==> src/rtl/div_sqrt_issue_arbiter_if.sv <==
// Requester, response and DivSqrt unit signals shared by the issue arbiter.
// The slave modport is the arbiter's view; master is the requester/unit side.
interface div_sqrt_issue_arbiter_if #(
  parameter int NUM_REQ = 2,
  parameter int TAG_W   = 5
);
  logic [NUM_REQ-1:0]       req_valid;
  logic [NUM_REQ-1:0]       req_ready;
  logic [NUM_REQ-1:0]       req_sqrt;
  logic [NUM_REQ*65-1:0]    req_a;
  logic [NUM_REQ*65-1:0]    req_b;
  logic [NUM_REQ*3-1:0]     req_rm;
  logic [NUM_REQ*4-1:0]     req_is_snan;
  logic [NUM_REQ*TAG_W-1:0] req_tag;
  logic [NUM_REQ-1:0]       flush;
  logic [NUM_REQ-1:0]       resp_valid;
  logic [NUM_REQ-1:0]       resp_ready;
  logic [64:0]              resp_out;
  logic [4:0]               resp_exc;
  logic [6:0]               resp_u_exc;
  logic [9:0]               resp_u_flag;
  logic [TAG_W-1:0]         resp_tag;
  logic                     ds_in_ready_div;
  logic                     ds_in_ready_sqrt;
  logic                     ds_in_valid;
  logic                     ds_sqrt_op;
  logic [64:0]              ds_a;
  logic [64:0]              ds_b;
  logic [2:0]               ds_rm;
  logic [3:0]               ds_is_snan;
  logic                     ds_out_valid_div;
  logic                     ds_out_valid_sqrt;
  logic [64:0]              ds_out;
  logic [4:0]               ds_exc;
  logic [6:0]               ds_u_exc;
  logic [9:0]               ds_u_flag;

  modport slave (
    input  req_valid, req_sqrt, req_a, req_b, req_rm, req_is_snan, req_tag, flush,
    input  resp_ready, ds_in_ready_div, ds_in_ready_sqrt,
    input  ds_out_valid_div, ds_out_valid_sqrt, ds_out, ds_exc, ds_u_exc, ds_u_flag,
    output req_ready, resp_valid, resp_out, resp_exc, resp_u_exc, resp_u_flag, resp_tag,
    output ds_in_valid, ds_sqrt_op, ds_a, ds_b, ds_rm, ds_is_snan
  );

  modport master (
    output req_valid, req_sqrt, req_a, req_b, req_rm, req_is_snan, req_tag, flush,
    output resp_ready, ds_in_ready_div, ds_in_ready_sqrt,
    output ds_out_valid_div, ds_out_valid_sqrt, ds_out, ds_exc, ds_u_exc, ds_u_flag,
    input  req_ready, resp_valid, resp_out, resp_exc, resp_u_exc, resp_u_flag, resp_tag,
    input  ds_in_valid, ds_sqrt_op, ds_a, ds_b, ds_rm, ds_is_snan
  );
endinterface

==> src/rtl/div_sqrt_issue_arbiter.sv <==
// Round-robin issue arbiter sharing one DivSqrtRecF64 unit between NUM_REQ requesters,
// tracking the single in-flight op and holding its result until the owner consumes it.
module div_sqrt_issue_arbiter #(
  parameter int NUM_REQ = 2,
  parameter int TAG_W   = 5,
  parameter int MAX_LAT = 127
) (
  input  logic                      clock,
  input  logic                      reset,
  div_sqrt_issue_arbiter_if.slave   io,
  output logic                      busy,
  output logic                      timeout_err
);
  localparam int IDX_W  = (NUM_REQ > 1) ? $clog2(NUM_REQ) : 1;
  localparam int WDOG_W = (MAX_LAT > 1) ? $clog2(MAX_LAT) : 1;

  typedef enum logic [1:0] {IDLE = 2'd0, BUSY = 2'd1, RESP = 2'd2} state_t;
  typedef logic [IDX_W-1:0] idx_t;

  state_t            stateQ, stateD;
  idx_t              owner, rrPtr, grantIdx;
  logic              grantValid, opSqrt, kill, completion, flushOwner, wdogDone;
  logic [TAG_W-1:0]  tagQ;
  logic [WDOG_W-1:0] wdog;
  logic [64:0]       holdOut;
  logic [4:0]        holdExc;
  logic [6:0]        holdUExc;
  logic [9:0]        holdUFlag;
  logic [NUM_REQ-1:0] eligible;
  logic [64:0]       reqA [NUM_REQ];
  logic [64:0]       reqB [NUM_REQ];
  logic [2:0]        reqRm [NUM_REQ];
  logic [3:0]        reqIsSnan [NUM_REQ];
  logic [TAG_W-1:0]  reqTag [NUM_REQ];

  always_comb begin : unpack
    for (int i = 0; i < NUM_REQ; i++) begin
      reqA[i]      = io.req_a[65*i +: 65];
      reqB[i]      = io.req_b[65*i +: 65];
      reqRm[i]     = io.req_rm[3*i +: 3];
      reqIsSnan[i] = io.req_is_snan[4*i +: 4];
      reqTag[i]    = io.req_tag[TAG_W*i +: TAG_W];
      eligible[i]  = io.req_valid[i] & ~io.flush[i] &
                     (io.req_sqrt[i] ? io.ds_in_ready_sqrt : io.ds_in_ready_div);
    end
  end

  always_comb begin : pick
    int cand;
    grantValid = 1'b0;
    grantIdx   = '0;
    cand       = 0;
    // Gated by reset so a request held across reset cannot leak a grant.
    if (stateQ == IDLE && reset) begin
      for (int k = 0; k < NUM_REQ; k++) begin
        cand = int'(rrPtr) + k;
        if (cand >= NUM_REQ) cand = cand - NUM_REQ;
        if (!grantValid && eligible[idx_t'(cand)]) begin
          grantValid = 1'b1;
          grantIdx   = idx_t'(cand);
        end
      end
    end
  end

  assign completion = opSqrt ? io.ds_out_valid_sqrt : io.ds_out_valid_div;
  assign flushOwner = io.flush[owner];
  assign wdogDone   = (wdog == WDOG_W'(MAX_LAT - 1));
  assign busy       = (stateQ != IDLE);

  // NOTE: sequential state uses non-blocking assignments so every register samples pre-edge values.
  always_ff @(posedge clock or negedge reset) begin
    if (!reset) stateQ <= IDLE;
    else        stateQ <= stateD;
  end

  always_comb begin : fsm
    // NOTE: every output and the next state get a default first, so no path infers a latch.
    stateD         = stateQ;
    io.req_ready   = '0;
    io.ds_in_valid = grantValid;
    io.ds_sqrt_op  = 1'b0;
    io.ds_a        = '0;
    io.ds_b        = '0;
    io.ds_rm       = '0;
    io.ds_is_snan  = '0;
    io.resp_valid  = '0;
    io.resp_out    = holdOut;
    io.resp_exc    = holdExc;
    io.resp_u_exc  = holdUExc;
    io.resp_u_flag = holdUFlag;
    io.resp_tag    = tagQ;
    if (grantValid) begin
      io.req_ready[grantIdx] = 1'b1;
      io.ds_sqrt_op          = io.req_sqrt[grantIdx];
      io.ds_a                = reqA[grantIdx];
      io.ds_b                = reqB[grantIdx];
      io.ds_rm               = reqRm[grantIdx];
      io.ds_is_snan          = reqIsSnan[grantIdx];
    end
    case (stateQ)
      IDLE: if (grantValid) stateD = BUSY;
      BUSY: begin
        if (completion)    stateD = (kill | flushOwner) ? IDLE : RESP;
        else if (wdogDone) stateD = IDLE;
      end
      RESP: begin
        io.resp_valid[owner] = 1'b1;
        if (flushOwner | io.resp_ready[owner]) stateD = IDLE;
      end
      default: stateD = IDLE;
    endcase
  end

  // NOTE: the hold registers are explicitly reset so resp_* reads 0 after reset, never stale data.
  always_ff @(posedge clock or negedge reset) begin
    if (!reset) begin
      owner       <= '0;
      rrPtr       <= '0;
      opSqrt      <= 1'b0;
      tagQ        <= '0;
      wdog        <= '0;
      kill        <= 1'b0;
      timeout_err <= 1'b0;
      holdOut     <= '0;
      holdExc     <= '0;
      holdUExc    <= '0;
      holdUFlag   <= '0;
    end else begin
      case (stateQ)
        IDLE: if (grantValid) begin
          owner  <= grantIdx;
          opSqrt <= io.req_sqrt[grantIdx];
          tagQ   <= reqTag[grantIdx];
          rrPtr  <= (grantIdx == idx_t'(NUM_REQ - 1)) ? '0 : grantIdx + 1'b1;
          wdog   <= '0;
          kill   <= 1'b0;
        end
        BUSY: begin
          wdog <= wdog + 1'b1;
          if (completion) begin
            kill <= 1'b0;
            if (!(kill | flushOwner)) begin
              holdOut   <= io.ds_out;
              holdExc   <= io.ds_exc;
              holdUExc  <= io.ds_u_exc;
              holdUFlag <= io.ds_u_flag;
            end
          end else begin
            if (flushOwner) kill <= 1'b1;
            if (wdogDone) begin
              timeout_err <= 1'b1;
              kill        <= 1'b0;
            end
          end
        end
        default: ;
      endcase
    end
  end
endmodule

==> src/flat_wrapper.sv <==
// flat-port wrapper written by rule: the top's interface ports become plain ports
module div_sqrt_issue_arbiter_flat 
#(
  parameter int NUM_REQ = 2,
  parameter int TAG_W   = 5,
  parameter int MAX_LAT = 127
)
  (clock, reset, busy, timeout_err, io_req_valid, io_req_sqrt, io_req_a, io_req_b, io_req_rm, io_req_is_snan, io_req_tag, io_flush, io_resp_ready, io_ds_in_ready_div, io_ds_in_ready_sqrt, io_ds_out_valid_div, io_ds_out_valid_sqrt, io_ds_out, io_ds_exc, io_ds_u_exc, io_ds_u_flag, io_req_ready, io_resp_valid, io_resp_out, io_resp_exc, io_resp_u_exc, io_resp_u_flag, io_resp_tag, io_ds_in_valid, io_ds_sqrt_op, io_ds_a, io_ds_b, io_ds_rm, io_ds_is_snan);
  div_sqrt_issue_arbiter_if #(.NUM_REQ(NUM_REQ), .TAG_W(TAG_W)) io_i ();
  input  logic clock;
  input  logic reset;
  output logic busy;
  output logic timeout_err;
  input wire logic [$bits(io_i.req_valid)-1:0] io_req_valid;
  input wire logic [$bits(io_i.req_sqrt)-1:0] io_req_sqrt;
  input wire logic [$bits(io_i.req_a)-1:0] io_req_a;
  input wire logic [$bits(io_i.req_b)-1:0] io_req_b;
  input wire logic [$bits(io_i.req_rm)-1:0] io_req_rm;
  input wire logic [$bits(io_i.req_is_snan)-1:0] io_req_is_snan;
  input wire logic [$bits(io_i.req_tag)-1:0] io_req_tag;
  input wire logic [$bits(io_i.flush)-1:0] io_flush;
  input wire logic [$bits(io_i.resp_ready)-1:0] io_resp_ready;
  input wire logic [$bits(io_i.ds_in_ready_div)-1:0] io_ds_in_ready_div;
  input wire logic [$bits(io_i.ds_in_ready_sqrt)-1:0] io_ds_in_ready_sqrt;
  input wire logic [$bits(io_i.ds_out_valid_div)-1:0] io_ds_out_valid_div;
  input wire logic [$bits(io_i.ds_out_valid_sqrt)-1:0] io_ds_out_valid_sqrt;
  input wire logic [$bits(io_i.ds_out)-1:0] io_ds_out;
  input wire logic [$bits(io_i.ds_exc)-1:0] io_ds_exc;
  input wire logic [$bits(io_i.ds_u_exc)-1:0] io_ds_u_exc;
  input wire logic [$bits(io_i.ds_u_flag)-1:0] io_ds_u_flag;
  output wire logic [$bits(io_i.req_ready)-1:0] io_req_ready;
  output wire logic [$bits(io_i.resp_valid)-1:0] io_resp_valid;
  output wire logic [$bits(io_i.resp_out)-1:0] io_resp_out;
  output wire logic [$bits(io_i.resp_exc)-1:0] io_resp_exc;
  output wire logic [$bits(io_i.resp_u_exc)-1:0] io_resp_u_exc;
  output wire logic [$bits(io_i.resp_u_flag)-1:0] io_resp_u_flag;
  output wire logic [$bits(io_i.resp_tag)-1:0] io_resp_tag;
  output wire logic [$bits(io_i.ds_in_valid)-1:0] io_ds_in_valid;
  output wire logic [$bits(io_i.ds_sqrt_op)-1:0] io_ds_sqrt_op;
  output wire logic [$bits(io_i.ds_a)-1:0] io_ds_a;
  output wire logic [$bits(io_i.ds_b)-1:0] io_ds_b;
  output wire logic [$bits(io_i.ds_rm)-1:0] io_ds_rm;
  output wire logic [$bits(io_i.ds_is_snan)-1:0] io_ds_is_snan;
  assign io_i.req_valid = io_req_valid;
  assign io_i.req_sqrt = io_req_sqrt;
  assign io_i.req_a = io_req_a;
  assign io_i.req_b = io_req_b;
  assign io_i.req_rm = io_req_rm;
  assign io_i.req_is_snan = io_req_is_snan;
  assign io_i.req_tag = io_req_tag;
  assign io_i.flush = io_flush;
  assign io_i.resp_ready = io_resp_ready;
  assign io_i.ds_in_ready_div = io_ds_in_ready_div;
  assign io_i.ds_in_ready_sqrt = io_ds_in_ready_sqrt;
  assign io_i.ds_out_valid_div = io_ds_out_valid_div;
  assign io_i.ds_out_valid_sqrt = io_ds_out_valid_sqrt;
  assign io_i.ds_out = io_ds_out;
  assign io_i.ds_exc = io_ds_exc;
  assign io_i.ds_u_exc = io_ds_u_exc;
  assign io_i.ds_u_flag = io_ds_u_flag;
  assign io_req_ready = io_i.req_ready;
  assign io_resp_valid = io_i.resp_valid;
  assign io_resp_out = io_i.resp_out;
  assign io_resp_exc = io_i.resp_exc;
  assign io_resp_u_exc = io_i.resp_u_exc;
  assign io_resp_u_flag = io_i.resp_u_flag;
  assign io_resp_tag = io_i.resp_tag;
  assign io_ds_in_valid = io_i.ds_in_valid;
  assign io_ds_sqrt_op = io_i.ds_sqrt_op;
  assign io_ds_a = io_i.ds_a;
  assign io_ds_b = io_i.ds_b;
  assign io_ds_rm = io_i.ds_rm;
  assign io_ds_is_snan = io_i.ds_is_snan;
  div_sqrt_issue_arbiter #(.NUM_REQ(NUM_REQ), .TAG_W(TAG_W), .MAX_LAT(MAX_LAT)) u_core (.clock(clock), .reset(reset), .io(io_i), .busy(busy), .timeout_err(timeout_err));
endmodule
==> config.mk <==
export PLATFORM = sky130hd
export DESIGN_NAME = div_sqrt_issue_arbiter_flat
export DESIGN_NICKNAME = d
export VERILOG_FILES = /design/src/rtl/div_sqrt_issue_arbiter_if.sv /design/src/rtl/div_sqrt_issue_arbiter.sv /design/src/flat_wrapper.sv
export SDC_FILE = /design/constraint.sdc
export NUM_CORES = 1
export LEC_CHECK = 0
export CAP_MARGIN = 10
export CORE_AREA = 4 4 242 244
export CTS_CLUSTER_DIAMETER = 120
export CTS_CLUSTER_SIZE = 10
export DETAILED_ROUTE_END_ITERATION = 16
export DIE_AREA = 0 0 246 248
export GPL_TIMING_DRIVEN = 0
export PLACE_DENSITY_LB_ADDON = 0.08
export SYNTH_ARGS = -nofsm -noshare
export SYNTH_HDL_FRONTEND = slang
export SYNTH_SLANG_ARGS = --single-unit
==> constraint.sdc <==
create_clock -name clock -period 2.15 [get_ports clock]
set_input_delay 0.43 -clock clock [delete_from_list [all_inputs] [get_ports clock]]
set_output_delay 0.43 -clock clock [all_outputs]
set_load 0.005 [all_outputs]
==> summary.txt <==
Global routing
  – Global-route wire length before repair: 61600 um
  – GRT Resource Usage Total: 0.145
  – Largest net degree at the start of global routing: 39
  – Grt ovf: 0
  – Initial antenna violation count: 39
  – Vias in the first global route: 7657

Setup path
  – CP startpoint kind: primary input
  – R2r startpoint: u_core.owner$_DFFE_PN0P_
  – Crit path launch: io_req_sqrt[1]
  – Slowest CP cell: a311o_1
  – Crit path top cell by count: buf_12
  – Worst path cell trace: buf_8, mux2_4, a311o_1, nor2_4, buf_12, buf_12, buf_12, buf_8, a22o_1, buf_2
  – FF-to-FF setup slack: 0.02 ns
  – Reg2reg end: u_core.io.resp_u_exc[2]$_DFFE_PN0P_
  – Crit path max fanout: 5
  – CP Capture Type: output pin
  – Worst EP required: 1.72 ns
  – Worst setup path endpoint: io_ds_b[6]
  – Max incr delay on CP: 0.40 ns
  – FF-to-FF path depth: 6
  – Critical Setup Path Class: primary input to output pin
  – Worst EP arrival: 2.21 ns

Clocking
  – Clock Tree Root: clkbuf_16
  – H-tree Lvls: 3
  – Clock sink count: 106
  – CTS Buf Count: 9
  – CTS max path bufs: 2
  – Clock Latency Late Sink: 0.37 ns
  – Clock Pin Slew Worst Setup and Hold Paths: 0.08 ns
  – CTS tree: built

Route
  – Drt via density: 3.65
  – Routed Wire Length: 47900 um
  – DRC errors left: 0
  – Starting DRC count in detailed routing: 277
  – Post-route ant nets: 0
  – Via count: 7162
  – DR pass1 iterations: 4
  – Drt wl/cell: 24.4 um

Floorplanning
  – Starting density of the core: 0.101
  – Die area: 61000 um2
  – Vert. Die Dim: 248 um
  – Rows: 87
  – Die W: 246 um
  – I/O Pins: 622
  – Core Region: 56300 um2

Placement
  – Cell Area, Placed: 12900 um2
  – GPL Wtd Cong: 0.845
  – Placed cells: 1833
  – DP HPWL: 38300 um
  – Port bufs: 621
  – Place WS: -2.16 ns

Logic synthesis
  – Avg Cell Area, Syn: 12.4 um2
  – Largest family of logic cells by synthesized area: compound AO/OA/AOI/OAI gates
  – Post-Syn Nets: 842
  – Flops & latches, synth: 106
  – Most frequent cell after synthesis: a22o_1
  – Total of warnings raised by yosys: 0
  – Mux contribution to synthesized area: 0.194
  – Synth Area in Adders: 0.00442
  – Yosys cell types: 35
  – Predominant post-synthesis flop cell: dfrtp_1
  – Post-synth top area cell: dfrtp_1
  – Compound-Gate Fraction of Synth Area: 0.257
  – Post-Syn Area: 5660 um2
  – Synth top area cells: dfrtp_1, a22o_1, mux2_2, mux2_4, buf_2
  – Synth async-reset ratio: 1.00
  – Seq/Total Area, Yosys: 0.468
  – Simple logic cell fraction of the synthesized area: 0.0323
  – Gate count of the mapped netlist: 455
  – EDFF count, synth: 0
  – Synth Area in XOR/XNOR: 0.00155
  – Post-synth top cells: a22o_1, dfrtp_1, mux2_2, buf_2, mux2_4
  – Share of the synthesized area in the top cell type: 0.468

Power
  – Leak pwr: 6.40 nW
  – Final Power: 10.1 mW
  – Worst vdd ir: 371 uV
  – Power Density: 688 nW/um2

Timing
  – Final min period: 2.64 ns
  – Worst Max-Slew Pin Slew: 0.531 ns
  – Worst Skew: 0.00877 ns
  – Tcrit/Tclk final: 1.23
  – Achievable clock frequency: 0.379 GHz
  – Max-slew headroom: 0.645
  – Final setup vio count: 140
  – RSZ-0062 raised after global routing: yes
  – Setup TNS: -54.54 ns
  – Setup WS post-layout: -0.488 ns
  – Slew Limit Fails: 0
  – Endpoints failing hold: 0

Finish
  – Finished Cell Area: 14600 um2
  – Area taken by multi-input logic gates: 2930 um2
  – NumNets Final: 1573
  – Final std cells w/o fill: 1962
  – Layout cells sized above 1: 0.346
  – Fill cells: 6074
  – Area growth from synthesis to layout: 158%
  – Seq. cell area: 2650 um2

Outcome
  – Failing checks: setup timing
  – Status: complete, but fails checks

Hold path
  – Hold Crit Class: primary input to asynchronous set/reset pin

Run
  – Maxcap violations: 0
==> layout make-up <==
cell class / count / area share
inverter: 6 / 0.00188
multi-input combinational: 300 / 0.200
antenna: 16 / 0.00274
tap: 756 / 0.0646
sequential: 106 / 0.181
timing repair buffer: 721 / 0.483
buffer: 42 / 0.0457
clock inverter: 5 / 0.00470
clock buffer: 10 / 0.0163
==> flip-flops by register name, summed over array words and instances, names as in the netlist, 2 cells and up <==
signal / flops
u_core.io.resp_u_exc: 7
u_core.io.resp_u_flag: 10
u_core.io.resp_exc: 5
u_core.wdog: 7
u_core.io.resp_tag: 5
u_core.stateQ: 2
u_core.io.resp_out: 65
==> critical path, delay by kind of cell <==
kind	cells	cell delay, ns
simple gates	1	0.16
mux	1	0.29
compound gates	2	0.55
buf+inv	6	0.76
==> power breakdown <==
part / internal (mW) / total [mW] / switching (mW)
Combinational: 3.35 / 4.84 / 1.49
Sequential: 2.90 / 3.38 / 0.479
Clock: 0.954 / 1.85 / 0.898
Total: 7.20 / 10.1 / 2.87
==> worst min-delay path by stage <==
stage                                   startpoint                            endpoint  slack (ns)  depth (start not counted)
global route                                 reset  u_core.io.resp_out[63]$_DFFE_PN0P_        0.07                          3
floorplan                                    reset   u_core.io.resp_exc[0]$_DFFE_PN0P_        0.13                          0
finish                                       reset  u_core.io.resp_out[63]$_DFFE_PN0P_        0.07                          3
detailed placement                           reset  u_core.io.resp_out[61]$_DFFE_PN0P_        0.36                          1
global placement    u_core.timeout_err$_DFFE_PN0P_      u_core.timeout_err$_DFFE_PN0P_        0.46                          1
CTS                                          reset  u_core.io.resp_out[63]$_DFFE_PN0P_        0.06                          3
==> per-layer routing <==
metal,up-vias,part of all wire,track usage
met3,82,0.098,0.0611
met2,397,0.54,0.277
met1,3410,0.33,0.142
li1,3265,-,-
met5,-,0.0011,0
met4,8,0.025,0.0419
==> kinds of logic (layout without fill, tap and decap cells) <==
family                   after synthesis  count (layout)
other                                  0              16
flip-flops                           106             106
multiplexers                          91              91
buffers and inverters                 49             784
adder cells (fa/ha/maj)                2               2
AO/OA/AOI/OAI                        170             170
AND/OR/NAND/NOR                       36              36
XOR/XNOR                               1               1
==> metrics by stage <==
step	utilization	hold slack, ns
after floorplan	-	0.134
after global placement	0.228	0.457
after detailed placement	0.228	0.364
after CTS	0.250	0.0614
after global routing	0.260	0.0656
final	0.260	0.0730
==> what timing repair did <==
action / 4_1_cts / 5_1_grt
setup endpoints to repair: 171 / 161
hold buffers: 6 / 0
gates cloned: 9 / 11
endpoints found under the hold margin: 33 / 0
resized for setup: 805 / 55
pin swaps: 42 / 70
setup buffers: 60 / 16
==> cells in the final DEF (no fill, tap or decap), drive strengths merged, types with 6 or more instances in the layout <==
| cell | netlist | routed |
|---|---|---|
| clkdlybuf4s50 | 0 | 469 |
| inv | 6 | 9 |
| clkbuf | 17 | 27 |
| a221o | 6 | 6 |
| dfrtp | 106 | 106 |
| mux2 | 89 | 89 |
| diode | 0 | 16 |
| nand2 | 12 | 12 |
| a21boi | 6 | 6 |
| a22o | 138 | 138 |
| buf | 26 | 265 |
(Power assumes the default switching activity.)
